File: src/rtl/scrambler_tx_if.sv
// Bus bundle between the MAC bit source, the transmit scrambler and the
// convolutional encoder: frame control, PSDU bit input, scrambled bit output and status.
interface scrambler_tx_if #(
    parameter int LEN_W = 12,
    parameter int PAD_W = 8
);
    logic             Scrambler_Start;
    logic [6:0]       Scrambler_Seed;
    logic [LEN_W-1:0] Scrambler_Length;
    logic [PAD_W-1:0] Scrambler_NPad;
    logic             Scrambler_DataIN;
    logic             Scrambler_DataIN_VALID;
    logic             Scrambler_DataIN_READY;
    logic             Scrambler_DataOUT;
    logic             Scrambler_DataVALID;
    logic             Scrambler_DataOUT_READY;
    logic             Scrambler_Busy;
    logic             Scrambler_Done;

    // Driver side: frame control, PSDU source and downstream ready.
    modport master (
        output Scrambler_Start,
        output Scrambler_Seed,
        output Scrambler_Length,
        output Scrambler_NPad,
        output Scrambler_DataIN,
        output Scrambler_DataIN_VALID,
        input  Scrambler_DataIN_READY,
        input  Scrambler_DataOUT,
        input  Scrambler_DataVALID,
        output Scrambler_DataOUT_READY,
        input  Scrambler_Busy,
        input  Scrambler_Done
    );

    modport slave (
        input  Scrambler_Start,
        input  Scrambler_Seed,
        input  Scrambler_Length,
        input  Scrambler_NPad,
        input  Scrambler_DataIN,
        input  Scrambler_DataIN_VALID,
        output Scrambler_DataIN_READY,
        output Scrambler_DataOUT,
        output Scrambler_DataVALID,
        input  Scrambler_DataOUT_READY,
        output Scrambler_Busy,
        output Scrambler_Done
    );
endinterface

File: src/rtl/scrambler_tx.sv
// 802.11a transmit scrambler (x^7+x^4+1): emits SERVICE, scrambled PSDU, zeroed tail
// and scrambled pad bits for one frame through a single-stage valid/ready output register.
module scrambler_tx #(
    parameter int         LEN_W        = 12,
    parameter int         PAD_W        = 8,
    parameter logic [6:0] DEFAULT_SEED = 7'b1011101
) (
    input logic           clock,
    input logic           Scrambler_Reset_n,
    scrambler_tx_if.slave bus
);
    localparam int CNT_W = LEN_W + 3;

    typedef enum logic [2:0] {
        ST_IDLE,
        ST_SERVICE,
        ST_DATA,
        ST_TAIL,
        ST_PAD,
        ST_FLUSH
    } state_t;

    state_t           state_reg;
    logic [6:0]       lfsr_reg;
    logic [CNT_W-1:0] bit_cnt_reg;
    logic [PAD_W-1:0] pad_cnt_reg;
    logic [LEN_W-1:0] len_reg;
    logic [PAD_W-1:0] npad_reg;
    logic             dout_reg;
    logic             dvalid_reg;
    logic             done_reg;

    logic             load_ok;
    logic             produce;
    logic             in_bit;
    logic             fb;
    logic             out_bit;
    logic [6:0]       lfsr_next;
    logic [6:0]       seed_eff;
    logic [CNT_W-1:0] data_bits;
    logic             service_last;
    logic             data_last;
    logic             tail_last;
    logic             pad_last;

    assign fb           = lfsr_reg[6] ^ lfsr_reg[3];
    assign lfsr_next[0] = fb;

    generate
        for (genvar gi = 1; gi < 7; gi++) begin : g_lfsr_shift
            assign lfsr_next[gi] = lfsr_reg[gi-1];
        end
    endgenerate

    always_comb begin
        load_ok = !dvalid_reg || bus.Scrambler_DataOUT_READY;
        produce = 1'b0;
        case (state_reg)
            ST_SERVICE, ST_TAIL, ST_PAD: produce = load_ok;
            ST_DATA:                     produce = load_ok && bus.Scrambler_DataIN_VALID;
            default:                     produce = 1'b0;
        endcase
        in_bit  = (state_reg == ST_DATA) && bus.Scrambler_DataIN;
        // Tail bits still advance the LFSR but leave the block as zeros.
        out_bit = (state_reg == ST_TAIL) ? 1'b0 : (in_bit ^ fb);
    end

    always_comb begin
        seed_eff     = (bus.Scrambler_Seed == 7'd0) ? DEFAULT_SEED : bus.Scrambler_Seed;
        data_bits    = {len_reg, 3'b000};
        service_last = (bit_cnt_reg == CNT_W'(15));
        data_last    = (bit_cnt_reg == data_bits - CNT_W'(1));
        tail_last    = (bit_cnt_reg == CNT_W'(5));
        pad_last     = (pad_cnt_reg == npad_reg - PAD_W'(1));
    end

    always_ff @(posedge clock or negedge Scrambler_Reset_n) begin
        if (!Scrambler_Reset_n) begin
            state_reg   <= ST_IDLE;
            lfsr_reg    <= 7'd0;
            bit_cnt_reg <= '0;
            pad_cnt_reg <= '0;
            len_reg     <= '0;
            npad_reg    <= '0;
            dout_reg    <= 1'b0;
            dvalid_reg  <= 1'b0;
            done_reg    <= 1'b0;
        end else begin
            done_reg <= 1'b0;

            if (produce) begin
                dout_reg   <= out_bit;
                dvalid_reg <= 1'b1;
                lfsr_reg   <= lfsr_next;
            end else if (bus.Scrambler_DataOUT_READY) begin
                dvalid_reg <= 1'b0;
            end

            case (state_reg)
                ST_IDLE: begin
                    if (bus.Scrambler_Start) begin
                        lfsr_reg    <= seed_eff;
                        len_reg     <= bus.Scrambler_Length;
                        npad_reg    <= bus.Scrambler_NPad;
                        bit_cnt_reg <= '0;
                        pad_cnt_reg <= '0;
                        state_reg   <= ST_SERVICE;
                    end
                end

                ST_SERVICE: begin
                    if (produce) begin
                        if (service_last) begin
                            bit_cnt_reg <= '0;
                            state_reg   <= (len_reg != '0) ? ST_DATA : ST_TAIL;
                        end else begin
                            bit_cnt_reg <= bit_cnt_reg + CNT_W'(1);
                        end
                    end
                end

                ST_DATA: begin
                    if (produce) begin
                        if (data_last) begin
                            bit_cnt_reg <= '0;
                            state_reg   <= ST_TAIL;
                        end else begin
                            bit_cnt_reg <= bit_cnt_reg + CNT_W'(1);
                        end
                    end
                end

                ST_TAIL: begin
                    if (produce) begin
                        if (tail_last) begin
                            bit_cnt_reg <= '0;
                            state_reg   <= (npad_reg != '0) ? ST_PAD : ST_FLUSH;
                        end else begin
                            bit_cnt_reg <= bit_cnt_reg + CNT_W'(1);
                        end
                    end
                end

                ST_PAD: begin
                    if (produce) begin
                        if (pad_last) begin
                            pad_cnt_reg <= '0;
                            state_reg   <= ST_FLUSH;
                        end else begin
                            pad_cnt_reg <= pad_cnt_reg + PAD_W'(1);
                        end
                    end
                end

                ST_FLUSH: begin
                    // Output register is always full here; its acceptance ends the frame.
                    if (dvalid_reg && bus.Scrambler_DataOUT_READY) begin
                        done_reg  <= 1'b1;
                        state_reg <= ST_IDLE;
                    end
                end

                default: state_reg <= ST_IDLE;
            endcase
        end
    end

    assign bus.Scrambler_DataOUT      = dout_reg;
    assign bus.Scrambler_DataVALID    = dvalid_reg;
    assign bus.Scrambler_Done         = done_reg;
    assign bus.Scrambler_Busy         = (state_reg != ST_IDLE);
    assign bus.Scrambler_DataIN_READY = (state_reg == ST_DATA) && load_ok;
endmodule
File: src/flat_wrapper.sv
// flat-port wrapper written by rule: the top's interface ports become plain ports
module scrambler_tx_flat 
#(
    parameter int         LEN_W        = 12,
    parameter int         PAD_W        = 8,
    parameter logic [6:0] DEFAULT_SEED = 7'b1011101
)
  (clock, Scrambler_Reset_n, bus_Scrambler_Start, bus_Scrambler_Seed, bus_Scrambler_Length, bus_Scrambler_NPad, bus_Scrambler_DataIN, bus_Scrambler_DataIN_VALID, bus_Scrambler_DataIN_READY, bus_Scrambler_DataOUT, bus_Scrambler_DataVALID, bus_Scrambler_DataOUT_READY, bus_Scrambler_Busy, bus_Scrambler_Done);
  scrambler_tx_if #(.LEN_W(LEN_W), .PAD_W(PAD_W)) bus_i ();
  input logic clock;
  input logic Scrambler_Reset_n;
  input wire logic [$bits(bus_i.Scrambler_Start)-1:0] bus_Scrambler_Start;
  input wire logic [$bits(bus_i.Scrambler_Seed)-1:0] bus_Scrambler_Seed;
  input wire logic [$bits(bus_i.Scrambler_Length)-1:0] bus_Scrambler_Length;
  input wire logic [$bits(bus_i.Scrambler_NPad)-1:0] bus_Scrambler_NPad;
  input wire logic [$bits(bus_i.Scrambler_DataIN)-1:0] bus_Scrambler_DataIN;
  input wire logic [$bits(bus_i.Scrambler_DataIN_VALID)-1:0] bus_Scrambler_DataIN_VALID;
  output wire logic [$bits(bus_i.Scrambler_DataIN_READY)-1:0] bus_Scrambler_DataIN_READY;
  output wire logic [$bits(bus_i.Scrambler_DataOUT)-1:0] bus_Scrambler_DataOUT;
  output wire logic [$bits(bus_i.Scrambler_DataVALID)-1:0] bus_Scrambler_DataVALID;
  input wire logic [$bits(bus_i.Scrambler_DataOUT_READY)-1:0] bus_Scrambler_DataOUT_READY;
  output wire logic [$bits(bus_i.Scrambler_Busy)-1:0] bus_Scrambler_Busy;
  output wire logic [$bits(bus_i.Scrambler_Done)-1:0] bus_Scrambler_Done;
  assign bus_i.Scrambler_Start = bus_Scrambler_Start;
  assign bus_i.Scrambler_Seed = bus_Scrambler_Seed;
  assign bus_i.Scrambler_Length = bus_Scrambler_Length;
  assign bus_i.Scrambler_NPad = bus_Scrambler_NPad;
  assign bus_i.Scrambler_DataIN = bus_Scrambler_DataIN;
  assign bus_i.Scrambler_DataIN_VALID = bus_Scrambler_DataIN_VALID;
  assign bus_Scrambler_DataIN_READY = bus_i.Scrambler_DataIN_READY;
  assign bus_Scrambler_DataOUT = bus_i.Scrambler_DataOUT;
  assign bus_Scrambler_DataVALID = bus_i.Scrambler_DataVALID;
  assign bus_i.Scrambler_DataOUT_READY = bus_Scrambler_DataOUT_READY;
  assign bus_Scrambler_Busy = bus_i.Scrambler_Busy;
  assign bus_Scrambler_Done = bus_i.Scrambler_Done;
  scrambler_tx #(.LEN_W(LEN_W), .PAD_W(PAD_W), .DEFAULT_SEED(DEFAULT_SEED)) u_core (.clock(clock), .Scrambler_Reset_n(Scrambler_Reset_n), .bus(bus_i));
endmodule
File: config.mk
export PLATFORM = sky130hd
export DESIGN_NAME = scrambler_tx_flat
export DESIGN_NICKNAME = d
export VERILOG_FILES = /design/src/rtl/scrambler_tx_if.sv /design/src/rtl/scrambler_tx.sv /design/src/flat_wrapper.sv
export SDC_FILE = /design/constraint.sdc
export NUM_CORES = 1
export LEC_CHECK = 0
export CAP_MARGIN = 5
export CORE_UTILIZATION = 25
export CTS_CLUSTER_SIZE = 14
export DETAILED_ROUTE_END_ITERATION = 10
export HOLD_SLACK_MARGIN = 0.06
export REMOVE_ABC_BUFFERS = 1
export SLEW_MARGIN = 20
export SYNTH_ARGS = -nofsm -noshare
export SYNTH_HDL_FRONTEND = slang
export SYNTH_SLANG_ARGS = --single-unit
File: constraint.sdc
create_clock -name clock -period 6.57 [get_ports clock]
set_clock_uncertainty 0.1 [all_clocks]
set_input_delay 0.9855 -clock clock [delete_from_list [all_inputs] [get_ports clock]]
set_output_delay 0.9855 -clock clock [all_outputs]
set_load 0.05 [all_outputs]
# Word level (Yosys, flattened, before mapping)
# Cells that the tools add are included.
# word_totals
regBits	56
wordCells	88
# op_classes
addsub	4
eq_ne	19
mux	35
bitwise	2
n_reduce_logical	19
# op_table
cell	count
2-to-1 mux 15 bit	7
case mux 15 bit (4 select lines)	1
2-to-1 mux 3 bit	10
2-to-1 mux 7 bit	4
2-to-1 mux 8 bit	3
!= test 2 x 1 -> 1 bit, second input constant	9
case mux 3 bit (6 select lines)	1
case mux 8 bit (2 select lines)	1
adder 15 x 1 -> 15 bit, second input constant	1
== test 15 bit	1
== test 15 x 3 -> 1 bit, second input constant	1
== test 15 x 4 -> 1 bit, second input constant	1
subtractor 15 x 1 -> 15 bit, second input constant	1
nonzero test 12 bit	1
AND reduction 10 bit	1
adder 8 x 1 -> 8 bit, second input constant	1
== test 8 bit	1
nonzero test 8 bit	1
subtractor 8 x 1 -> 8 bit, second input constant	1
zero test 7 bit	1
2-to-1 mux 1 bit	7
== test 3 x 2 -> 1 bit, second input constant	2
== test 3 bit, second input constant	2
AND reduction 5 bit	1
other kinds (14)	19

# Depth between registers and ports, before layout
# logic_depth
ltp_word	7
depth_mapped	11
depth_no_buf	9

# Least setup slack after synthesis
# OpenSTA, ideal clock, no wires.
# synth_path
path_type	in2out
start	input port bus_Scrambler_DataOUT_READY
end	output port bus_Scrambler_DataIN_READY
arrival_time_ns	2.144
t_required_ns	5.484
setup_slack_ns	3.341
cell_stages	2
path_buffers	0
cell_sequence	nor2b_1 > nor3_1
# synth_via
elab_chain_cells	2
# synth_rtl
element	line_no	rtl
from (decl)	flat_wrapper.sv:21	input wire logic [$bits(bus_i.Scrambler_DataOUT_READY)-1:0] bus_Scrambler_DataOUT_READY;
logical OR 1 bit	scrambler_tx.sv:56	load_ok = !dvalid_reg || bus.Scrambler_DataOUT_READY;
logical AND 1 bit	scrambler_tx.sv:172	assign bus.Scrambler_DataIN_READY = (state_reg == ST_DATA) && load_ok;
to (decl)	flat_wrapper.sv:18	output wire logic [$bits(bus_i.Scrambler_DataIN_READY)-1:0] bus_Scrambler_DataIN_READY;
# Every way passes these cells.

# Worst setup path in the final report
# Ends and elaborated chain as after synthesis.

==> impl_metrics.yaml <==
timing:
  hold_viol: 0
  rsz_0062_raised_after_global_routing: "false"
  slew_margin_rel_pct: 32.6
  final-max-slew-violation-count: 0
  timing.final.crit_share_pct: 56.4
  setup-tns-final_ns: 0
  tightestPinTransition_ns: 1.01
  final-setup-viol-count: 0
  fmax_ghz: 0.270
  final.min_clock_period_ns: 3.71
  postLayoutSetupSlackWorst_ns: 2.86
placed_design:
  routabilityCongestion: 0.870
  port_buffers: 37
  post-dp-hpwl_mm: 6.56
  worst_setup_slack_after_placement_ns: 2.85
  dpl_cell_area_mm2: 0.00420
critical_path:
  worst_r2r_path_depth: 9
  cp_common_cell: "clkdlybuf4s50_1"
  setup_crit_end_kind: "output pin"
  ff2ff_setup_slack_ns: 3.55
  crit_chain: "clkdlybuf4s50_1 > nor2b_1 > nor3_1 > clkdlybuf4s50_1"
  cp.arrival_ns: 2.62
  worstPathBufferInverterCount: 2
  worstSetupStartpointType: "input port"
  critical_path_peak_fanout: 6
  reg2reg_to: "u_core.bit_cnt_reg[10]"
  critPathRequiredTime_ns: 5.48
  type_of_the_worst_setup_path: "in -> out"
  cp_num_cells: 4
  timing.critical_path.slowest_stage_cell: "clkdlybuf4s50_1"
  worstSetupEndpoint: "bus_Scrambler_DataIN_READY"
  r2r_start: "u_core.len_reg[0]"
  timing.critical_path.max_delay_family: "buffers and inverters"
  critical_path.max_stage_delay_ns: 0.83
  start_point_of_the_critical_path: "bus_Scrambler_DataOUT_READY"
pwr:
  power_frac_clock_pct: 16.8
  p_sw_share_pct: 45.3
  power_density_mw_per_mm2: 384
  power_frac_comb_pct: 47.9
  power.internal_w: 0.000915
  vdd_drop_max_v: 0.000244
  pwr-share-seq_pct: 35.4
  power.net_switching_w: 0.000759
  p_leak_nw: 1.78
  finalPower_w: 0.00167
clock_tree:
  clock_latency_late_sink_ns: 0.30
  cts_tree: "done"
  cts-root-buf: "clkbuf_16"
  cts.path.max_buffers: 2
  cts_resized: 0
  postCtsSetupBuffers: 0
  path_clk_slew_ns: 0.08
  cts_hold_repair.buffers: 0
  htreeDepth: 2
  clock-sinks: 56
  cts_buffers: 5
layout:
  layout-drive-gt1-share_pct: 6.17
  final_area_mm2: 0.00435
  nNetsFinal: 507
  layout-area-overhead-vs-synth_pct: 17.5
  antennaDiodeCount: 0
  max_reg_flops: 15
floorplan:
  io-pin-count: 38
  die_height_um: 124
  floorplan.die_area_mm2: 0.0153
  std_cell_rows: 44
  die_w_um: 124
  initial_utilization_pct: 25.6
  coreArea_mm2: 0.0145
status:
  run_status: "complete, no violations"
logic_synthesis:
  netlist_instances: 449
  synth_common_cells: "85 x nand2_1, 56 x dfrtp_1, 33 x o21ai_0"
  leading_register_cell_type_out_of_synthesis: "dfrtp_1"
  async_flop_share_pct: 100
  synth_enable_flop_cells: 0
  netlist_area_mm2: 0.00370
  synth_largest_type_area_fraction_pct: 37.8
  postSynthAreaPerCell_um2: 8.25
  number_of_different_library_cells_in_the_post_synthesis_netlist: 64
  synth.most_common_cell: "nand2_1"
  synth_largest_area_cell: "dfrtp_1"
  ys_top_cells_by_area: "dfrtp_1 38%, nand2_1 8.6%, o21ai_0 4.5%, nand3_1 3.9%, xnor2_1 3.3%"
  synthesis_warnings: 0
  seq_area_frac_synth_pct: 37.8
  synth.ff_latch_count: 56
drt:
  vias: 3349
  first_iter_violations: 240
  routed_wirelength_mm: 9.27
  count_of_nets_left_with_antenna_violations_after_detail_routing: 0
  dr.pass1.iters: 5
  via_per_inst: 5.12
  drc: 0
  wl_per_cell_um: 14.2
global_route:
  grt_first_pass_wirelength_mm: 15.6
  grt_max_degree: 57
  grt_pass1_vias: 3225
  gr-usage-all-layers_pct: 12.8
  grt_overflow_total: 0
  initial_antenna_violation_count: 0
min_path:
  worst_min_path_start: "u_core.len_reg[11]"
  min-delay-path-class: "reg -> reg"
run:
  maxCapViolCount: 0
## cell usage in the layout, fill, tap and decap left out, types with 6 or more instances in the layout
cell type | netlist | final
nor3_1 | 10 | 10
dfrtp_1 | 56 | 56
nand3_1 | 29 | 29
o22ai_1 | 7 | 7
nor2_1 | 27 | 26
xnor2_1 | 14 | 14
o211ai_1 | 6 | 6
or3_1 | 8 | 8
a21oi_1 | 15 | 15
o21ai_0 | 33 | 33
nand2_1 | 85 | 85
nand2b_1 | 9 | 9
xor2_1 | 9 | 9
mux2i_1 | 8 | 8
clkdlybuf4s50_1 | 0 | 36
inv_1 | 13 | 13
and3_1 | 18 | 18
## layout make-up
cell class / instances / area (um^2)
tap: 184 / 230
multi-input combinational: 353 / 2140
inverter: 13 / 48.8
clock inverter: 3 / 21.3
timing repair buffer: 40 / 388
clock buffer: 5 / 125
sequential: 56 / 1400
fill: 1528 / 10100
## routing by layer
layer  routed length (um)  GRT usage (%)  share of wire [%]  vias to the layer above
met2                 4410           20.9                 48                       90
met3                  384           2.29                4.1                        7
met1                 4370           17.1                 47                     1612
li1                     -              -                  -                     1640
met4                  109           3.99                1.2                        0
met5                    0              0                  0                        -
## power groups by stage
stage	registers, W	logic, W	clock network [W]
floorplan	0.000581	0.000584	0
global placement	0.000593	0.000779	0
detailed placement	0.000598	0.000799	0
CTS	0.000592	0.000804	0.000286
global route	0.000612	0.000894	0.000296
finish	0.000592	0.000801	0.000281
## worst reg2reg max path, delay by kind of cell, from the launching register on
kind	cells	cell delay, ns
AO/OA/AOI/OAI	3	0.77
XOR/XNOR	1	0.14
adder cells (fa/ha/maj)	1	0.20
buffers and inverters	1	0.10
flip-flops	1	0.44
AND/OR/NAND/NOR	3	1.10
## cells by family (layout without fill, tap and decap cells)
| group | Yosys count | in the layout | share of synthesized area [%] |
|---|---|---|---|
| muxes | 10 | 10 | 2.77 |
| DFF | 56 | 56 | 37.8 |
| adders and majority gates | 5 | 5 | 1.69 |
| and+or+nand+nor | 219 | 219 | 29.7 |
| AOI/OAI and AO/OA | 96 | 96 | 17.8 |
| buffers and inverters | 40 | 61 | 4.70 |
| xor gates and xnor gates | 23 | 23 | 5.44 |
## worst min path at each step
| stage | to | slack, ns | depth (start not counted) |
|---|---|---|---|
| after global routing | u_core.len_reg[11] | 0.47 | 2 |
| after floorplan | u_core.npad_reg[4] | 0.38 | 2 |
| after global placement | u_core.bus.Scrambler_DataOUT | 0.41 | 2 |
| after detailed placement | u_core.bus.Scrambler_DataOUT | 0.41 | 2 |
| final | u_core.len_reg[11] | 0.43 | 2 |
| after CTS | u_core.len_reg[11] | 0.43 | 2 |
## through the flow
stage	hold slack, ns	instances	util, %
after floorplan	0.379	422	-
after detailed placement	0.412	646	29.0
after global routing	0.468	654	30.1
after CTS	0.433	654	30.0
final	0.426	654	30.1
after global placement	0.411	646	29.0
(Power assumes the default switching activity.)
